### src/rtl/d2b_key_encoder.sv
// Decimal key encoder: turns ten raw one-hot key lines into a 4-bit digit code.
// The key lines are synchronized and debounced, multi-key presses are rejected, and codes leave over valid/ready.
module d2b_key_encoder #(
  parameter int DEBOUNCE_CYCLES = 4,
  parameter int CNT_W           = 8
) (
  input  logic       clk,
  input  logic       rst,
  input  logic [9:0] key_in,
  input  logic       out_ready,
  output logic       out_valid,
  output logic [3:0] out_code,
  output logic       err_multi,
  output logic       overrun
);

  typedef enum logic [1:0] {
    S_IDLE,
    S_DEBOUNCE,
    S_EMIT,
    S_RELEASE
  } state_t;

  localparam logic [CNT_W-1:0] LP_CNT_LAST = CNT_W'(DEBOUNCE_CYCLES - 1);

  state_t           r_state;
  logic [9:0]       r_sync1;
  logic [9:0]       r_sync2;
  logic [9:0]       r_captured;
  logic [CNT_W-1:0] r_cnt;
  logic             r_out_valid;
  logic [3:0]       r_out_code;
  logic             r_err_multi;
  logic             r_overrun;

  logic             w_key_zero;
  logic             w_key_onehot;
  logic [3:0]       w_enc;

  assign w_key_zero   = (r_sync2 == 10'd0);
  assign w_key_onehot = $onehot(r_sync2);

  // captured is guaranteed one-hot here, so a priority scan is an exact encode
  always_comb begin
    w_enc = 4'd0;
    for (int i = 0; i < 10; i++) begin
      if (r_captured[i]) w_enc = 4'(i);
    end
  end

  always_ff @(posedge clk) begin
    if (rst) begin
      r_state     <= S_IDLE;
      r_sync1     <= 10'd0;
      r_sync2     <= 10'd0;
      r_captured  <= 10'd0;
      r_cnt       <= '0;
      r_out_valid <= 1'b0;
      r_out_code  <= 4'd0;
      r_err_multi <= 1'b0;
      r_overrun   <= 1'b0;
    end else begin
      r_sync1     <= key_in;
      r_sync2     <= r_sync1;
      r_err_multi <= 1'b0;
      if (r_out_valid && out_ready) r_out_valid <= 1'b0;

      case (r_state)
        S_IDLE: begin
          if (w_key_onehot) begin
            r_captured <= r_sync2;
            r_cnt      <= '0;
            r_state    <= S_DEBOUNCE;
          end else if (!w_key_zero) begin
            r_err_multi <= 1'b1;
            r_cnt       <= '0;
            r_state     <= S_RELEASE;
          end
        end
        S_DEBOUNCE: begin
          if (r_sync2 != r_captured) begin
            r_state <= S_IDLE;
          end else if (r_cnt == LP_CNT_LAST) begin
            r_state <= S_EMIT;
          end else begin
            r_cnt <= r_cnt + 1'b1;
          end
        end
        S_EMIT: begin
          // an accept on this same edge frees the slot, so the new code may load
          if (r_out_valid && !out_ready) begin
            r_overrun <= 1'b1;
          end else begin
            r_out_code  <= w_enc;
            r_out_valid <= 1'b1;
          end
          r_cnt   <= '0;
          r_state <= S_RELEASE;
        end
        S_RELEASE: begin
          if (!w_key_zero) begin
            r_cnt <= '0;
          end else if (r_cnt == LP_CNT_LAST) begin
            r_state <= S_IDLE;
          end else begin
            r_cnt <= r_cnt + 1'b1;
          end
        end
        default: r_state <= S_IDLE;
      endcase
    end
  end

  assign out_valid = r_out_valid;
  assign out_code  = r_out_code;
  assign err_multi = r_err_multi;
  assign overrun   = r_overrun;

endmodule

### config.mk
export PLATFORM = sky130hd
export DESIGN_NAME = d2b_key_encoder
export DESIGN_NICKNAME = d
export VERILOG_FILES = /design/src/rtl/d2b_key_encoder.sv
export SDC_FILE = /design/constraint.sdc
export NUM_CORES = 1
export LEC_CHECK = 0
export CAP_MARGIN = 20
export CORE_MARGIN = 2
export CORE_UTILIZATION = 62
export CTS_BUF_LIST = sky130_fd_sc_hd__clkbuf_4
export DETAILED_ROUTE_END_ITERATION = 7
export GPL_ROUTABILITY_DRIVEN = 0
export GPL_TIMING_DRIVEN = 0
export PLACE_DENSITY_LB_ADDON = 0.05
export RECOVER_POWER = 50
export SYNTH_ARGS = -nofsm -noshare
export SYNTH_HDL_FRONTEND = slang
export SYNTH_SLANG_ARGS = --single-unit
### constraint.sdc
create_clock -name clk -period 10.36 [get_ports clk]
set_clock_uncertainty 0.05 [all_clocks]
set_input_delay 1.036 -clock clk [delete_from_list [all_inputs] [get_ports clk]]
set_output_delay 1.036 -clock clk [all_outputs]
set_load 0.005 [all_outputs]
---- Word-level counts from Yosys, hierarchy flattened ----
Index checks and enable logic that the tools add are counted.
cells by class
  $mul .................................... 0
  $lt $le $gt $ge ......................... 0
  mux-type cells .......................... 26
  reductions and logical operators ........ 11
  div/mod/pow operators ................... 0
  add/sub/neg operators ................... 10
  bitwise logic cells ..................... 2
  eq/ne operators ......................... 11
  shift-type cells ........................ 0
operators with widths
  cell                 number
  $mux 8               5
  $mux 4               8
  $pmux 8 s4           1
  $mux 2               6
  $add 1x1->2          5
  $logic_not 10->1     1
  $ne 10x10->1         1
  $add 8x1->8 const B  1
  $eq 8x2->1 const B   1
  $pmux 2 s4           1
  $reduce_and 2->1     4
  $add 2x2->3          2
  $ne 2x2->1 const B   3
  $ne 3x3->1 const B   2
  $mux 1               5
  $add 3x3->4          1
  $add 4x2->4          1
  $eq 2x2->1 const B   2
  $eq 4x1->1 const B   1
  $reduce_and 4->1     1
  $reduce_or 3->1      1
  $eq 2x1->1 const B   1
  $logic_and 1x1->1    2
  $logic_not 2->1      1
  2 further kinds      3
storage, ports and cells
  bits in latches ......................... 0
  memory bits (writable) .................. 0
  memories ................................ 0
  input port bits ......................... 13
  register bits after elaboration ......... 47
  ROM bits ................................ 0
  word-level logic and storage cells ...... 69
  output and inout bits ................... 7

---- Longest topological paths before layout ----
Gate-level depths: netlist (run 1).
  word-level depth ........................ 9
  depth in mapped cells ................... 14
  gate-level depth less buffers ........... 13

---- Worst setup path before layout (run 1) ----
No wires, ideal clock.
  kind .................................... reg-to-reg
  start point ............................. reg r_sync2[7]
  end point ............................... reg r_captured[0]
  setup slack ............................. 6525 ps
  arrival time ............................ 3657 ps
  clock period less this slack ............ 3835 ps
  library setup time ...................... 128 ps
  cell stages (with the launch flop) ...... 14
  cells stage by stage .................... dfxtp_1 > fa_1 > fa_1 > inv_1 > fa_1 > inv_1 > ha_1 > inv_1 > fa_1 > a2111oi_2 > o211a_2 > nand2_1 > mux2i_1 > nor2_1
between the ends
  longest elaborated chain between the ends .. 6
RTL lines
  element                            RTL line  RTL
  start, declared                    28        logic [9:0] r_sync2;
  start signal, assigned             64        r_sync2 <= r_sync1;
  $add 1x1->2 (implied by the code)  41        assign w_key_onehot = $onehot(r_sync2);
  $add 2x2->3 (implied by the code)  41
  $add 3x3->4 (implied by the code)  41
  $add 4x2->4 (implied by the code)  41
  $eq 4x1->1                         41
  $reduce_and 2->1 (no line)         --
  end signal, assigned               71        r_captured <= r_sync2;
  end, declared                      29        logic [9:0] r_captured;
No other way between the ends.
A chain may end at the register's enable or synchronous reset.

---- Worst setup path in the final report (run 1) ----
  start point ............................. reg r_sync2[7]
  end point ............................... reg r_captured[9]
The elaborated chain is that of the path after synthesis.

==> results.md, run 1 <==
* Initial antenna violation count at 0
* Top_reg_cell synth: dfxtp_1
* CTS Buffer Depth at 2
* Clk root buf: clkbuf_4
* Die Y-Extent at 65.3 µm
* Final core utilization at 72.2%
* Max-cap violation count at 0
* CP Max Fanout at 10
* Unrepaired setup endpoints after global routing: false
* Final WS setup at 6.20 ns
* Std-Cell Core Area at 3630 µm²
* Area delta synth->final at 12.7%
* WHS Path Cells at 1
* Hold buffer count at cts at 0
* Starting Density at 64.0%
* Final worst path period share at 40.2%
* Fin Hold WS at 0.393 ns
* Antenna Nets Post-Route at 0
* FF-to-FF path depth at 13
* Fraction of layout cells with a size suffix above 1 at 11.1%
* Final min period at 4.16 ns
* Rows at 22
* Met1 usage at 26.6%
* Compound-gate portion of the synthesized area at 13.8%
* Clock Latency Late Sink at 0.36 ns
* DR iter-0 viols at 67
* Inserted Clock Buffers at 5
* Commonest non-fill, non-tap cell in the layout: dfxtp_1
* Final Hold Vio Count at 0
* Yosys reg bits at 47
* Top cells by area, synth: dfxtp_1 40%, nor2b_1 6.2%, mux2i_1 5.6%
* Slew headroom at 64.3%
* DIE AREA at 4260 µm²
* Sequential area share after synthesis at 40.5%
* Via count of the routed design at 1,693
* Most frequent cells in the layout: 47 x dfxtp_1, 26 x nor2_1, 23 x nor2b_1
* Wire length per cell after detailed routing at 12.6 µm
* Synth Area in XOR/XNOR at 3.77%
* Mean Syn Cell Area at 9.86 µm²
* Sw frac at 31.7%
* Post-synthesis mux area share at 5.59%
* TritonCTS Sinks at 47
* H-tree levels at 2
* Pleak at 1.02 nW
* DP HPWL at 3030 µm
* Residual DRC count at 0
* Yosys synthesis warning count at 0
* Cells after synthesis at 236
* Largest family of logic cells by synthesized area: simple AND/OR/NAND/NOR gates
* CP arrival at 4.37 ns
* Synth async-reset ratio at 0%
* Kind of end point of the critical path: flip-flop
* Switching power total at 0.125 mW
* # diodes at 0
* M3 GR Usage at 5.65%
* CP Launch Type: flip-flop
* Pre-CTS WS at 6.21 ns
* Post-synth EDFFs at 0
* R2R setup slack at 6.20 ns
* Clk slew on worst S/H paths at 0.14 ns
* Status: complete, no violations
* Cts repair resizes at 0
* Max Fclk at 240 MHz
* Final Slew Violations at 0
* GRT Total Usage at 20.9%
* Overflow after GRT at 0
* Post-synth net total at 259
* Worst vdd ir at 0.105 mV
* Area share of and/or/nand/nor cells after synthesis at 24.6%
* Placement-stage cell area at 2570 µm²
* Final WL at 3900 µm
* Share of the synthesized area in the top cell type at 40.5%
* Via/cell ratio at 5.46
* Post-Syn Area at 2330 µm²
* Post-synthesis adder-cell area fraction at 7.32%
* Placed cells at 302
* I/O Buffers at 18
* Largest net degree at the start of global routing at 16
* Crit Path Category: reg -> reg
* Slew @ Worst Pin at 0.534 ns
* Power share of the clock group at 21.9%
* Biggest area consumer among synthesized cells: dfxtp_1
* Top Usage Layer GRT: met2
* Cell-internal power at 0.270 mW
* Setup TNS at 0 ns
* Total setup buffers inserted after CTS at 0
* TritonCTS clock tree: done
* Total power at 0.394 mW
* Flop pwr share at 50.7%
* First-pass GRT wire length at 6870 µm
* Comb power frac at 27.4%
* Die X at 65.3 µm
* TritonRoute pass-1 iters at 5
* Final Non-Filler Cells at 310
* Power Density at 150 nW/µm²
* Netlist cell types at 52
* CP required at 10.56 ns
* IO Pins at 20
* Met2 Usage GRT at 34.1%
* Final #Nets at 284
* Final instance area at 2620 µm²
* Setup Viol. Count Final at 0
* Hold crit path type: reg -> reg
* Vias in the first global route at 1,549
==> cell usage after synthesis, types with 3 or more instances <==
| library cell | count |
|---|---|
| clkbuf_1 | 6 |
| ha_1 | 4 |
| nand2b_1 | 6 |
| xnor2_1 | 10 |
| fa_1 | 6 |
| a22oi_1 | 4 |
| nor2_1 | 26 |
| nand2_1 | 14 |
| inv_1 | 14 |
| a21oi_1 | 10 |
| dfxtp_1 | 47 |
| nor2b_1 | 23 |
| mux2i_1 | 13 |
| nand3_1 | 4 |
| o32ai_2 | 3 |
==> worst max-delay path, stage by stage (launching register included) <==
cell       delay [ns]
dfxtp_1          0.50
fa_1             0.48
fa_1             0.49
inv_1            0.05
fa_1             0.42
inv_1            0.06
ha_1             0.17
inv_1            0.06
fa_1             0.39
a2111oi_2        0.43
o211a_2          0.29
nand2_1          0.34
mux2i_1          0.27
nor2_1           0.05
==> path summary, 6_finish.rpt <==
kind / start / to
max: r_sync2[7] / r_captured[9]
min: r_sync1[3] / r_sync2[3]
max reg2reg: r_sync2[7] / r_captured[9]
min reg2reg: r_sync1[3] / r_sync2[3]
==> cell type report <==
type,count,area [µm²]
clock inverters,3,18.8
inverters,14,52.6
plain buffers,9,50.0
flip-flops and latches,47,941
repair buffers,18,180
well taps,48,60.1
fillers,294,1010
clock buffers,5,37.5
multi-input cells,166,1280
==> kinds of logic (layout without fill, tap and decap cells) <==
| kind of cell | after synthesis | count (layout) |
|---|---|---|
| AOI/OAI and AO/OA | 37 | 37 |
| xor gates and xnor gates | 10 | 10 |
| adders and majority gates | 10 | 10 |
| buffers and inverters | 23 | 49 |
| DFF | 47 | 47 |
| muxes | 13 | 13 |
| and+or+nand+nor | 96 | 96 |
==> per-layer routing <==
| metal | share of wire [%] | wire length [µm] | up-vias |
|---|---|---|---|
| met1 | 47 | 1830 | 791 |
| met2 | 48 | 1860 | 34 |
| li1 | - | - | 860 |
| met5 | 0 | 0 | - |
| met3 | 3.8 | 147 | 8 |
| met4 | 1.6 | 61 | 0 |
==> sequential cells by signal, summed over array words and instances, names as in the netlist <==
register    cells
r_cnt           8
r_state         2
out_valid       1
overrun         1
r_sync2        10
err_multi       1
out_code        4
r_captured     10
r_sync1        10
==> power by group through the flow <==
| stage | clock [mW] | sequential [mW] | combinational, mW |
|---|---|---|---|
| after floorplan | 0 | 0.202 | 0.0850 |
| final | 0.0864 | 0.200 | 0.108 |
| after global routing | 0.0975 | 0.202 | 0.120 |
| after global placement | 0 | 0.204 | 0.107 |
| after CTS | 0.0885 | 0.200 | 0.110 |
| after detailed placement | 0 | 0.204 | 0.109 |
Power figures use the tool's default switching activity.
==> inputs of run 2 (changes only) <==
CORE_UTILIZATION = 59   (was 62)
clock period = 4.4 ns   (was 10.36 ns; I/O delays follow)
==> run 2 against run 1 <==
Fmax grew 1.9%. Die area is 4.8% higher. Largest cell class unchanged. Setup slack lost 5.9 ns. Combinational power rose by 140%. Non-clock buffer count unchanged. Critical path type unchanged. Register-to-register slack lost 5.9 ns. Global-route usage barely moved. Count of clock-buffer cells in the layout unchanged. Clock power rose by 120%. Highest routed layer unchanged. First-iteration DRC count increased by 130%.
==> results.md, run 2 (synthesis results as in run 1) <==
* Worst vdd ir at 0.208 mV
* Vias in the first global route at 1,536
* I/O Buffers at 18
* Antenna Nets Post-Route at 0
* Max Fclk at 245 MHz
* Slew @ Worst Pin at 0.500 ns
* Overflow after GRT at 0
* Hold crit path type: reg -> reg
* First-pass GRT wire length at 6880 µm
* CP Launch Type: flip-flop
* Via count of the routed design at 1,679
* Unrepaired setup endpoints after global routing: false
* TritonRoute pass-1 iters at 4
* Inserted Clock Buffers at 5
* Final worst path period share at 92.9%
* Starting Density at 62.6%
* Largest net degree at the start of global routing at 15
* Commonest non-fill, non-tap cell in the layout: dfxtp_1
* Status: complete, no violations
* Setup TNS at 0 ns
* Die Y-Extent at 66.8 µm
* DR iter-0 viols at 153
* DIE AREA at 4460 µm²
* Setup Viol. Count Final at 0
* Rows at 22
* Wire length per cell after detailed routing at 12.8 µm
* Hold path endpoint: r_sync2[6]
* Sw frac at 31.4%
* CP arrival at 4.32 ns
* Fraction of layout cells with a size suffix above 1 at 10.7%
* Clk slew on worst S/H paths at 0.13 ns
* Power share of the clock group at 20.8%
* Kind of end point of the critical path: flip-flop
* Std-Cell Core Area at 3720 µm²
* WHS Path Cells at 1
* Fin Hold WS at 0.394 ns
* Comb power frac at 27.9%
* Final WL at 3980 µm
* HP Start: r_sync1[6]
* R2R setup slack at 0.31 ns
* GRT Total Usage at 20.9%
* CP required at 4.64 ns
* Power Density at 350 nW/µm²
* Residual DRC count at 0
* FF-to-FF path depth at 13
* Die X at 66.8 µm
* TritonCTS clock tree: done
* Initial antenna violation count at 0
* Fillcell total at 291
* IO Pins at 20
* Top Registers: r_captured x10, r_sync1 x10, r_sync2 x10
* Flop pwr share at 51.3%
* Cell-internal power at 0.629 mW
* # diodes at 0
* DP HPWL at 3030 µm
* Hold buffer count at cts at 0
* Via/cell ratio at 5.42
* CTS Buffer Depth at 2
* Area delta synth->final at 12.7%
* TritonCTS Sinks at 47
* Placement-stage cell area at 2570 µm²
* Switching power total at 0.288 mW
* Final min period at 4.09 ns
* Max-cap violation count at 0
* Final Slew Violations at 0
* Clk root buf: clkbuf_4
* FF-to-FF Start: r_sync2[3]
* Slew headroom at 66.7%
* Final #Nets at 284
* Most frequent cells in the layout: 47 x dfxtp_1, 26 x nor2_1, 23 x nor2b_1
* H-tree levels at 2
* Final Hold Vio Count at 0
* Pleak at 1.02 nW
* Final instance area at 2620 µm²
* Clock Latency Late Sink at 0.36 ns
* Crit Path Category: reg -> reg
* Endpoint of the worst-slack reg-to-reg timing path: r_cnt[5]
* CP Max Fanout at 8
run 2: worst max path at each step:
stage	end	from	slack, ns	cells after the start
after CTS	r_captured[4]	r_sync2[5]	0.17	13
after global placement	r_captured[0]	r_sync2[3]	0.29	13
final	r_cnt[5]	r_sync2[3]	0.31	13
after detailed placement	r_captured[4]	r_sync2[3]	0.19	13
after floorplan	r_captured[0]	r_sync2[7]	0.57	13
after global routing	r_cnt[0]	r_sync2[5]	0.14	13
run 2: metrics by stage:
| stage | util (%) | setup WS, ns | power, mW | instances |
|---|---|---|---|---|
| 2_1_floorplan | - | 0.565 | 0.677 | 236 |
| 3_5_place_dp | 69.1 | 0.188 | 0.738 | 302 |
| 5_1_grt | 70.5 | 0.139 | 0.976 | 310 |
| 3_3_place_gp | 69.1 | 0.293 | 0.733 | 302 |
| 4_1_cts | 70.5 | 0.173 | 0.929 | 310 |
| 6_report | 70.5 | 0.314 | 0.918 | 310 |
run 2: per-layer routing:
metal	part of all wire (%)	global-route usage [%]	routed length [µm]	vias to the layer above
met3	3.3	5.57	130	10
met4	2.3	9.18	93	0
li1	-	-	-	859
met1	48	26.5	1910	779
met5	0	0	0	-
met2	46	33.3	1850	31
run 2: cell type report:
| class | instances | area (µm²) | share of cell area (%) |
|---|---|---|---|
| inverters | 14 | 52.6 | 2.00 |
| clock inverters | 3 | 15.0 | 0.573 |
| clock buffers | 5 | 37.5 | 1.43 |
| plain buffers | 9 | 50.0 | 1.91 |
| well taps | 48 | 60.1 | 2.29 |
| flip-flops and latches | 47 | 941 | 35.9 |
| repair buffers | 18 | 180 | 6.87 |
| multi-input cells | 166 | 1280 | 49.0 |
run 2: worst max-delay path: stages (launching register included):
cell and delay [ns]:
dfxtp_1 0.47, fa_1 0.48, fa_1 0.51, inv_1 0.05, fa_1 0.44, inv_1 0.07
ha_1 0.18, inv_1 0.06, fa_1 0.38, a2111oi_2 0.41, o211a_2 0.31, o21ai_2 0.16
and2_4 0.19, o32ai_2 0.26
run 2: what timing repair did:
action	in CTS	in global routing
setup endpoints to repair	0	1
buffers inserted	0	0
endpoints found under the hold margin	0	0
gates resized for setup	0	1
run 2: power by group through the flow:
stage	combinational, mW	clock (mW)	sequential, mW
global route	0.283	0.218	0.474
CTS	0.258	0.200	0.471
finish	0.256	0.191	0.471
detailed placement	0.258	0	0.481
global placement	0.252	0	0.480
floorplan	0.200	0	0.477
